<file path="src/rtl/dma_pkg.sv">
// dma_pkg: shared types and helpers for the DMA write job scheduler.
//   sched_state_t : scheduler FSM states
//   PAGE_BYTES    : AXI page size that bursts must not cross
//   words_to_page : words remaining before the next page boundary
package dma_pkg;

  typedef enum logic [1:0] {
    ST_IDLE  = 2'd0,
    ST_CALC  = 2'd1,
    ST_ISSUE = 2'd2,
    ST_DRAIN = 2'd3
  } sched_state_t;

  localparam int unsigned PAGE_BYTES = 4096;

  // Words from a page offset up to the next 4 KB boundary; bpw is a power of two.
  function automatic logic [12:0] words_to_page(input logic [11:0] addr, input int unsigned bpw);
    logic [12:0] bytes;
    bytes = 13'(PAGE_BYTES) - {1'b0, addr};
    words_to_page = bytes;
    for (int i = 0; i < 8; i++) begin
      if ((32'd1 << i) == bpw) words_to_page = bytes >> i;
    end
  endfunction

endpackage

</file>
<file path="src/rtl/dma_wr_chunk_calc.sv">
// dma_wr_chunk_calc: combinational size of the next burst command.
//   rem      : words left in the job
//   page_off : low 12 bits of the current byte address
//   chunk_c  : min(rem, MAX_BURST[, words to 4 KB boundary])
// Boundary term is present only when DMA_WR_SCHED_BOUNDARY_EN is defined.
module dma_wr_chunk_calc
  import dma_pkg::*;
#(
  parameter int unsigned AXI_DATA_WIDTH   = 32,
  parameter int unsigned JOB_LEN_WIDTH    = 20,
  parameter int unsigned CONFIG_LEN_WIDTH = 9,
  parameter int unsigned MAX_BURST        = 256
) (
  input  logic [JOB_LEN_WIDTH-1:0]    rem,
  input  logic [11:0]                 page_off,
  output logic [CONFIG_LEN_WIDTH-1:0] chunk_c
);

  localparam int unsigned BPW   = AXI_DATA_WIDTH / 8;
  localparam int unsigned BND_W = $clog2(PAGE_BYTES / BPW) + 1;
  localparam int unsigned CMP_W = (JOB_LEN_WIDTH > BND_W) ? JOB_LEN_WIDTH : BND_W;

  logic [CMP_W-1:0] rem_w;
  logic [CMP_W-1:0] lim_w;

`ifdef DMA_WR_SCHED_BOUNDARY_EN
  logic [BND_W-1:0] bnd_w;
  assign bnd_w = BND_W'(words_to_page(page_off, BPW));
`else
  logic [11:0] unused_page_off;
  assign unused_page_off = page_off;
`endif

  // Smallest of remaining length, burst cap and (optionally) page room.
  always_comb begin
    rem_w = CMP_W'(rem);
    lim_w = CMP_W'(MAX_BURST);
`ifdef DMA_WR_SCHED_BOUNDARY_EN
    if (CMP_W'(bnd_w) < lim_w) lim_w = CMP_W'(bnd_w);
`endif
    chunk_c = CONFIG_LEN_WIDTH'((rem_w < lim_w) ? rem_w : lim_w);
  end

endmodule

</file>
<file path="src/rtl/dma_wr_sched.sv">
// dma_wr_sched: splits one write job into burst commands for dma_wr,
// then waits for the command queue to drain and pulses job_done.
//   job_valid/job_ready/job_addr/job_len : job request (accepted in IDLE)
//   job_done                             : one-cycle completion pulse
//   busy                                 : scheduler not idle
//   cmd_valid/cmd_ready/cmd_addr/cmd_len : burst command to dma_wr config
//   cmd_empty                            : dma_wr config queue empty
//   chunk_cnt                            : commands issued for current job
// Optional: DMA_WR_SCHED_BOUNDARY_EN keeps bursts inside 4 KB pages.
module dma_wr_sched
  import dma_pkg::*;
#(
  parameter int unsigned AXI_DATA_WIDTH   = 32,
  parameter int unsigned AXI_ADDR_WIDTH   = 32,
  parameter int unsigned CONFIG_LEN_WIDTH = 9,
  parameter int unsigned JOB_LEN_WIDTH    = 20,
  parameter int unsigned MAX_BURST        = 256,
  parameter int unsigned DRAIN_GUARD      = 2
) (
  input  logic                        clk,
  input  logic                        rst_n,
  input  logic                        job_valid,
  output logic                        job_ready,
  input  logic [AXI_ADDR_WIDTH-1:0]   job_addr,
  input  logic [JOB_LEN_WIDTH-1:0]    job_len,
  output logic                        job_done,
  output logic                        busy,
  output logic                        cmd_valid,
  input  logic                        cmd_ready,
  output logic [AXI_ADDR_WIDTH-1:0]   cmd_addr,
  output logic [CONFIG_LEN_WIDTH-1:0] cmd_len,
  input  logic                        cmd_empty,
  output logic [15:0]                 chunk_cnt
);

  localparam int unsigned BPW      = AXI_DATA_WIDTH / 8;
  localparam int unsigned BPW_LOG2 = $clog2(BPW);
  localparam int unsigned GUARD_W  = (DRAIN_GUARD > 1) ? $clog2(DRAIN_GUARD) : 1;
  // The CALC cycle is the first guard cycle, so DRAIN counts one fewer.
  localparam logic [GUARD_W-1:0] GUARD_INIT =
    GUARD_W'((DRAIN_GUARD > 0) ? DRAIN_GUARD - 1 : 0);

  sched_state_t state, state_nxt;

  logic [AXI_ADDR_WIDTH-1:0]   addr_r, addr_nxt;
  logic [JOB_LEN_WIDTH-1:0]    rem_r, rem_nxt;
  logic [CONFIG_LEN_WIDTH-1:0] chunk_r, chunk_nxt;
  logic [GUARD_W-1:0]          guard_r, guard_nxt;
  logic [CONFIG_LEN_WIDTH-1:0] chunk_c;

  logic                        job_ready_nxt, job_done_nxt, busy_nxt, cmd_valid_nxt;
  logic [AXI_ADDR_WIDTH-1:0]   cmd_addr_nxt;
  logic [CONFIG_LEN_WIDTH-1:0] cmd_len_nxt;
  logic [15:0]                 chunk_cnt_nxt;

  dma_wr_chunk_calc #(
    .AXI_DATA_WIDTH   (AXI_DATA_WIDTH),
    .JOB_LEN_WIDTH    (JOB_LEN_WIDTH),
    .CONFIG_LEN_WIDTH (CONFIG_LEN_WIDTH),
    .MAX_BURST        (MAX_BURST)
  ) u_chunk_calc (
    .rem      (rem_r),
    .page_off (addr_r[11:0]),
    .chunk_c  (chunk_c)
  );

  // State and output registers.
  always_ff @(posedge clk or negedge rst_n) begin
    if (!rst_n) begin
      state     <= ST_IDLE;
      addr_r    <= '0;
      rem_r     <= '0;
      chunk_r   <= '0;
      guard_r   <= '0;
      job_ready <= 1'b1;
      job_done  <= 1'b0;
      busy      <= 1'b0;
      cmd_valid <= 1'b0;
      cmd_addr  <= '0;
      cmd_len   <= '0;
      chunk_cnt <= '0;
    end else begin
      state     <= state_nxt;
      addr_r    <= addr_nxt;
      rem_r     <= rem_nxt;
      chunk_r   <= chunk_nxt;
      guard_r   <= guard_nxt;
      job_ready <= job_ready_nxt;
      job_done  <= job_done_nxt;
      busy      <= busy_nxt;
      cmd_valid <= cmd_valid_nxt;
      cmd_addr  <= cmd_addr_nxt;
      cmd_len   <= cmd_len_nxt;
      chunk_cnt <= chunk_cnt_nxt;
    end
  end

  // Next-state and next-output logic.
  always_comb begin
    state_nxt     = state;
    addr_nxt      = addr_r;
    rem_nxt       = rem_r;
    chunk_nxt     = chunk_r;
    guard_nxt     = guard_r;
    job_done_nxt  = 1'b0;
    cmd_addr_nxt  = cmd_addr;
    cmd_len_nxt   = cmd_len;
    chunk_cnt_nxt = chunk_cnt;

    case (state)
      ST_IDLE: begin
        if (job_valid && job_ready) begin
          addr_nxt      = job_addr & ~AXI_ADDR_WIDTH'(BPW - 1);
          rem_nxt       = job_len;
          chunk_cnt_nxt = '0;
          state_nxt     = ST_CALC;
        end
      end
      ST_CALC: begin
        chunk_nxt    = chunk_c;
        cmd_addr_nxt = addr_r;
        cmd_len_nxt  = chunk_c;
        if (rem_r == '0) begin
          guard_nxt = GUARD_INIT;
          state_nxt = ST_DRAIN;
        end else begin
          state_nxt = ST_ISSUE;
        end
      end
      ST_ISSUE: begin
        // cmd_valid is always high in ISSUE, so cmd_ready alone completes it.
        if (cmd_ready) begin
          addr_nxt = addr_r + (AXI_ADDR_WIDTH'(chunk_r) << BPW_LOG2);
          rem_nxt  = rem_r - JOB_LEN_WIDTH'(chunk_r);
          if (chunk_cnt != 16'hFFFF) chunk_cnt_nxt = chunk_cnt + 16'd1;
          state_nxt = ST_CALC;
        end
      end
      ST_DRAIN: begin
        // Hold DRAIN through the job_done cycle so job_ready never overlaps it.
        if (job_done) begin
          state_nxt = ST_IDLE;
        end else if (guard_r != '0) begin
          guard_nxt = guard_r - GUARD_W'(1);
        end else if (cmd_empty) begin
          job_done_nxt = 1'b1;
        end
      end
      default: state_nxt = ST_IDLE;
    endcase

    job_ready_nxt = (state_nxt == ST_IDLE);
    busy_nxt      = (state_nxt != ST_IDLE);
    cmd_valid_nxt = (state_nxt == ST_ISSUE);
  end

endmodule

</file>
<file path="config.mk">
export PLATFORM = sky130hd
export DESIGN_NAME = dma_wr_sched
export DESIGN_NICKNAME = d
export VERILOG_FILES = /design/src/rtl/dma_pkg.sv /design/src/rtl/dma_wr_chunk_calc.sv /design/src/rtl/dma_wr_sched.sv
export SDC_FILE = /design/constraint.sdc
export NUM_CORES = 1
export LEC_CHECK = 0
export ABC_AREA = 1
export BUFFER_PORTS_ARGS = -buffer_cell sky130_fd_sc_hd__buf_2
export CORE_MARGIN = 3
export CORE_UTILIZATION = 55
export CTS_BUF_LIST = sky130_fd_sc_hd__clkbuf_2
export CTS_CLUSTER_DIAMETER = 80
export DETAILED_ROUTE_END_ITERATION = 10
export GPL_ROUTABILITY_DRIVEN = 1
export PLACE_DENSITY_LB_ADDON = 0.15
export RECOVER_POWER = 25
export SLEW_MARGIN = 20
export SYNTH_ARGS = -nofsm -noshare
export SYNTH_HDL_FRONTEND = slang
export SYNTH_SLANG_ARGS = --single-unit
</file>
<file path="constraint.sdc">
create_clock -name clk -period 5 [get_ports clk]
set_clock_uncertainty 0.1 [all_clocks]
set_input_delay 1 -clock clk [delete_from_list [all_inputs] [get_ports clk]]
set_output_delay 1 -clock clk [all_outputs]
set_load 0.005 [all_outputs]
</file>
==> results of run 1 <==
cell type report:
type | instances | area, um^2
diodes | 1 | 2.50
multi-input cells | 792 | 3760
flip-flops and latches | 112 | 2800
well taps | 172 | 215
fillers | 1297 | 4720
inverters | 130 | 488
clock buffers | 9 | 45.0
clock inverters | 7 | 70.1
repair buffers | 119 | 609
worst min path at each step:
stage                       startpoint           end  slack, ns  cells after the start
after detailed placement  cmd_addr[12]  cmd_addr[12]       0.37                      2
after CTS                        rst_n    addr_r[21]       0.20                      1
after global routing         cmd_empty      job_done       0.37                      3
after floorplan                guard_r      job_done       0.36                      3
final                          guard_r      job_done       0.40                      3
after global placement    cmd_addr[16]  cmd_addr[16]       0.36                      2
layer usage:
metal  track usage  vias up
li1              -     3586
met1         0.361     3177
met2         0.437      175
met3        0.0472       23
met4        0.0552        0
met5             0        -
worst reg2reg max path: stages (launching register included):
cell     delay, ns
dfrtp_1       0.49
inv_1         0.11
nor2_4        0.34
nand2_1       0.15
nand2_2       0.35
buf_4         0.38
nand2_4       0.25
inv_2         0.18
nand2_1       0.06
a21oi_1       0.13
stage by stage:
step                hold slack (ns)  std cells  setup slack [ns]  instance area, um^2
global placement              0.360       1325              2.14                 7880
floorplan                     0.356       1068              2.96                 7240
finish                        0.398       1342              2.19                 8000
detailed placement            0.365       1325              2.14                 7880
CTS                           0.196       1341              2.43                 8000
global route                  0.369       1342              1.78                 8000
power groups by stage:
| stage | clock network, uW | registers [uW] | logic (uW) |
|---|---|---|---|
| floorplan | 0 | 1510 | 1660 |
| global placement | 0 | 1560 | 2160 |
| detailed placement | 0 | 1570 | 2210 |
| CTS | 444 | 1550 | 2220 |
| global route | 477 | 1600 | 2570 |
| finish | 434 | 1560 | 2220 |
layout by cell type, fill, tap and decap left out, types with 7 or more instances in the layout:
master    instances
o31ai_1           7
a21oi_1          22
o21ai_0          56
nand3_1          91
clkbuf_2          9
or2_2             8
dfrtp_1         111
nand4_1          12
o22ai_1           9
xor2_1           15
nor2_1          124
buf_2           112
inv_1           128
nand2_1         365
o211ai_1          7
ha_1             19
o21ai_2           7
nor3_1           11
state kept, by name, indices dropped and copies added, names as in the netlist:
register,flops
chunk_r,9
rem_r,20
chunk_cnt,16
job_done,1
busy,1
cmd_addr,30
cmd_valid,1
guard_r,1
state,2
addr_r,30
job_ready,1
cell families (layout without fill, tap and decap cells):
group | count (synthesis) | after routing | synth area share
and+or+nand+nor | 629 | 629 | 0.359
buffers and inverters | 164 | 265 | 0.0942
AOI/OAI and AO/OA | 119 | 119 | 0.0954
DFF | 112 | 112 | 0.387
adders and majority gates | 21 | 21 | 0.0384
xor gates and xnor gates | 21 | 21 | 0.0254
other | 1 | 3 | 0.000518
==> impl_results.md, run 1 <==
* Status: finished with violations
* Failing checks: capacitance limit, slew limit
* Die area at 14600 um^2
* Pleak at 0.00421 uW
* Layout Utilization at 0.629
* Final Hold Viols at 0
* WP data arrival at 3.53 ns
* Comb power frac at 0.527
* Pwr/cell area at 526 nW/um^2
* Die height at 121 um
* IO Pins at 118
* Critical path depth at 2
* # Max-Cap Violations at 1
* Peak VDD IR at 0.349 mV
* Yosys warning count at 0
* Vias in the first global route at 6371
* Rows at 41
* Design Power at 4210 uW
* Sequential power share at 0.370
* Clock root buffer: clkbuf_2
* Worst Path Required at 5.73 ns
* Via count at 6961
* Startpoint Class: input port
* Post-route ant nets at 0
* Post-route setup TNS at 0 ns
* Cell Area, Synth at 7240 um^2
* Maximum clock rate at 356 MHz
* Metal3 WL at 974 um
* Worst-path fanout max at 49
* Hold Crit Class: reg2reg
* Number of remaining DRC errors at 0
* Clk slew on worst S/H paths at 0.30 ns
* Post-synth EDFFs at 0
* Unrepaired setup endpoints after global routing: no
* Slew Limit Fails at 50
* Crit Reg-Reg Endpoint: chunk_cnt[2]
* DRT iter0 DRCs at 496
* Metal-1 WL at 8640 um
* Initial core utilization at 0.569
* TritonRoute pass-1 iters at 6
* Area share of the largest cell type after synthesis at 0.384
* Largest delay contributor family on the critical path: buffers and inverters
* GRT overflow at 0
* Die X at 121 um
* Count leader, synth: nand2_1
* CTS Buf Count at 9
* Final number of setup-violating endpoints at 0
* Global-route wire length before repair at 30800 um
* Net Sw Frac at 0.496
* Largest net degree at the start of global routing at 77
* CP max stage cell: clkbuf_1
* Critical Path Max Stage Delay at 1.83 ns
* Via-per-instance ratio at 5.19
* Core area at 12700 um^2
* Total GRT Usage at 0.263
* CP Capture Point: rem_r[10]
* Top post-synthesis cells by count: nand2_1, inv_1, nor2_1, dfrtp_1, nand3_1
* Leading area contributor after synthesis: dfrtp_1
* Most used flip-flop cell after synthesis: dfrtp_1
* Worst setup path startpoint: rst_n
* Placer Congestion at 0.916
* Final #Nets at 1242
* Min Clock Period, post-route at 2.81 ns
* P_sw at 2090 uW
* Clock buffer depth at 2
* Mapped Cells at 1067
* Worst reg-to-reg path cell count at 9
* CP Capture Type: async pin
* CP Cell Sequence: clkbuf_1, buf_4
* # Post-CTS Setup Buffers at 0
* Synthesized flop and latch total at 112
* Ys async rst share at 1.00
* Port bufs at 113
* Syn avg cell area at 6.78 um^2
* Internal power at 2120 uW
* Clock sinks at 112
* Clk_lat worst skew at 0.65 ns
* Fraction of layout cells with a size suffix above 1 at 0.138
* Unique masters post-synth at 42
* R2R setup slack at 2.43 ns
* Met2 routed WL at 8740 um
* H-tree depth at 3
* Slew headroom at -0.750
* Post-Route WL at 18600 um
* Clk pwr share at 0.103
* CTS tree: done
* Antenna violations before repair at 1
* Worst-Margin Slew at 2.62 ns
* Resize count post-CTS at 0
* Routed wire length per instance at 13.9 um
* FF-to-FF Start: state[1]
* Hold Buf Count CTS at 0
* Synth area leaders: dfrtp_1, nand2_1, inv_1
* Register area share after synthesis at 0.387
* Setup CP Type: in2async
* Final period util at 0.561
* Area growth syn-to-layout at 10.5%
* Highest metal used: met4
* WP buf/inv at 2
* Post-DP HPWL at 13900 um
Note: power is estimated with default switching activity, not from simulation.
==> run 2, diff against run 1 <==
Settings changed: ABC_AREA 1 to 0.
Clock period 5 ns to 2.7 ns, I/O delays scaled along.
==> impl_results.md, run 2 <==
* Syn avg cell area at 9.50 um^2
* Rows at 38
* Clock sinks at 112
* Busiest grt layer: met2
* M1 GR Usage at 0.368
* Area share of the largest cell type after synthesis at 0.451
* Worst Path Required at 3.14 ns
* Synthesized flop and latch total at 112
* Clk slew on worst S/H paths at 0.30 ns
* Internal power at 4080 uW
* Die X at 112 um
* TritonRoute pass-1 iters at 5
* Post-synth EDFFs at 0
* Hold Crit Class: in2reg
* Final period util at 0.960
* Post-DP HPWL at 11800 um
* Most frequent cells in the layout: buf_2, dfrtp_1, nand2_1, nor2_1, a21oi_1
* Status: complete, no violations
* Slew headroom at 0.278
* Most used flip-flop cell after synthesis: dfrtp_1
* Placer Congestion at 0.907
* Startpoint Class: register
* Ys async rst share at 1.00
* Count leader, synth: dfrtp_1
* Global-route wire length before repair at 27300 um
* Yosys warning count at 0
* Unique masters post-synth at 70
* Port bufs at 113
* Top post-synthesis cells by count: dfrtp_1, nand2_1, nor2_1, a21oi_1, nand3_1
* IO Pins at 118
* Via count at 5658
* Unrepaired setup endpoints after global routing: no
* Met2 usage at 0.430
* Via-per-instance ratio at 6.17
* Mapped Cells at 649
* Clock buffer depth at 2
* Fraction of layout cells with a size suffix above 1 at 0.275
* Worst-path fanout max at 7
* Clk_lat worst skew at 0.62 ns
* Worst-Margin Slew at 1.08 ns
* Layout Utilization at 0.657
* WP data arrival at 3.03 ns
* Synth area leaders: dfrtp_1, mux2_2, nand2_1
* Cell Area, Synth at 6160 um^2
* Final number of setup-violating endpoints at 0
* Die area at 12500 um^2
* Post-Route WL at 16300 um
* Pleak at 0.00324 uW
* Peak VDD IR at 0.574 mV
* Total GRT Usage at 0.267
* Area growth syn-to-layout at 16.0%
* Routed wire length per instance at 17.8 um
* Final Hold Viols at 0
* # Max-Cap Violations at 0
* Final worst-path setup slack at 0.109 ns
* Commonest non-fill, non-tap cell in the layout: buf_2
* Number of remaining DRC errors at 0
* Largest regs: addr_r: 30 flops, cmd_addr: 30 flops, rem_r: 20 flops
* Post-route ant nets at 0
* Ant. Diodes at 0
* Min Clock Period, post-route at 2.59 ns
* Largest net degree at the start of global routing at 51
* CTS Buf Count at 9
* Vias in the first global route at 5565
* CP Capture Type: register
* Pwr/cell area at 1020 nW/um^2
* Sequential power share at 0.401
* Slew Limit Fails at 0
* Maximum clock rate at 386 MHz
* Net Sw Frac at 0.442
* P_sw at 3240 uW
* Initial core utilization at 0.566
* Die height at 112 um
* Leading area contributor after synthesis: dfrtp_1
* Grt met3 use at 0.0375
* Core area at 10900 um^2
* DRT iter0 DRCs at 448
* Clock root buffer: clkbuf_2
* Final #Nets at 851
* Clk pwr share at 0.090
* Register area share after synthesis at 0.455
* GRT overflow at 0
* Post-route setup TNS at 0 ns
* Pre-CTS setup slack at -0.0324 ns
* H-tree depth at 3
* Antenna violations before repair at 0
* Setup CP Type: reg2reg
* CTS tree: done
* Comb power frac at 0.510
-- run 2: changes by cell type after synthesis, moves of 9 or more --
cell	delta
nand2_1	-300
inv_1	-112
nor2_1	-71
nand3_1	-59
mux2_2	+28
o21ai_0	-26
a21oi_1	+22
clkbuf_1	+18
buf_2	-15
a211oi_1	+13
a31oi_1	+10
nor3_1	+10
and3_1	+9
-- run 2: worst max-delay path: stages, from the launching register on --
cell and delay, ns:
dfrtp_1 0.46, ha_1 0.23, fa_2 0.37, a211oi_2 0.29, o21ai_1 0.12, a31oi_1 0.19, buf_4 0.20, nor2_1 0.13
and3_1 0.20, o31a_1 0.23
-- run 2: worst paths after layout --
check                      startpoint       endpoint  slack, ns  cells after the start
setup / recovery           chunk_r[0]     addr_r[18]       0.11                      9
hold / removal             job_len[1]       rem_r[1]       0.05                      3
setup reg to reg           chunk_r[0]     addr_r[18]       0.11                      9
hold reg to reg               guard_r       job_done       0.37                      1
max in group asynchronous       rst_n  chunk_cnt[12]       0.63                      3
min in group asynchronous       rst_n     addr_r[31]       0.51                      2
-- run 2: cell type report --
cell class                 count  area, um^2
sequential                   112        2800
timing repair buffer         148         848
fill                         922        3740
clock inverter                 6        27.5
inverter                      16        60.1
multi-input combinational    486        3190
clock buffer                   9        45.0
tap                          140         175
-- run 2: what timing repair did --
item | CTS | global route
buffers inserted | 0 | 1
resized for setup | 2 | 8
hold buffers | 3 | 0
pin swaps | 0 | 5
endpoints found under the setup margin | 4 | 16
endpoints found under the hold margin | 43 | 0
-- run 2: cell families after synthesis --
kind of cell	count (synthesis)	synth area share
compound gates	170	0.182
xor+xnor	20	0.0284
fa+ha+maj	21	0.0451
buf+inv	52	0.0373
flops	112	0.455
mux	31	0.0560
other cells	1	0.000608
simple gates	242	0.196
-- run 2: stage by stage --
step / instance area (um^2) / power [uW] / hold slack [ns] / std cells
after floorplan: 6170 / 5330 / 0.144 / 650
after global placement: 7020 / 6450 / 0.323 / 898
after detailed placement: 7020 / 6610 / 0.326 / 898
after CTS: 7140 / 7280 / 0.00311 / 916
after global routing: 7150 / 7920 / 0.0247 / 917
final: 7150 / 7320 / 0.0507 / 917
-- run 2: layer usage --
metal / up-vias / wire, um
met5: - / 0
met3: 38 / 1020
li1: 2645 / -
met1: 2752 / 7230
met2: 223 / 7660
met4: 0 / 425
-- run 2: power by group through the flow --
| stage | sequential (uW) | combinational (uW) | clock (uW) |
|---|---|---|---|
| final | 2930 | 3730 | 656 |
| after floorplan | 2830 | 2500 | 0 |
| after CTS | 2920 | 3680 | 676 |
| after detailed placement | 2960 | 3650 | 0 |
| after global placement | 2910 | 3540 | 0 |
| after global routing | 3030 | 4170 | 730 |
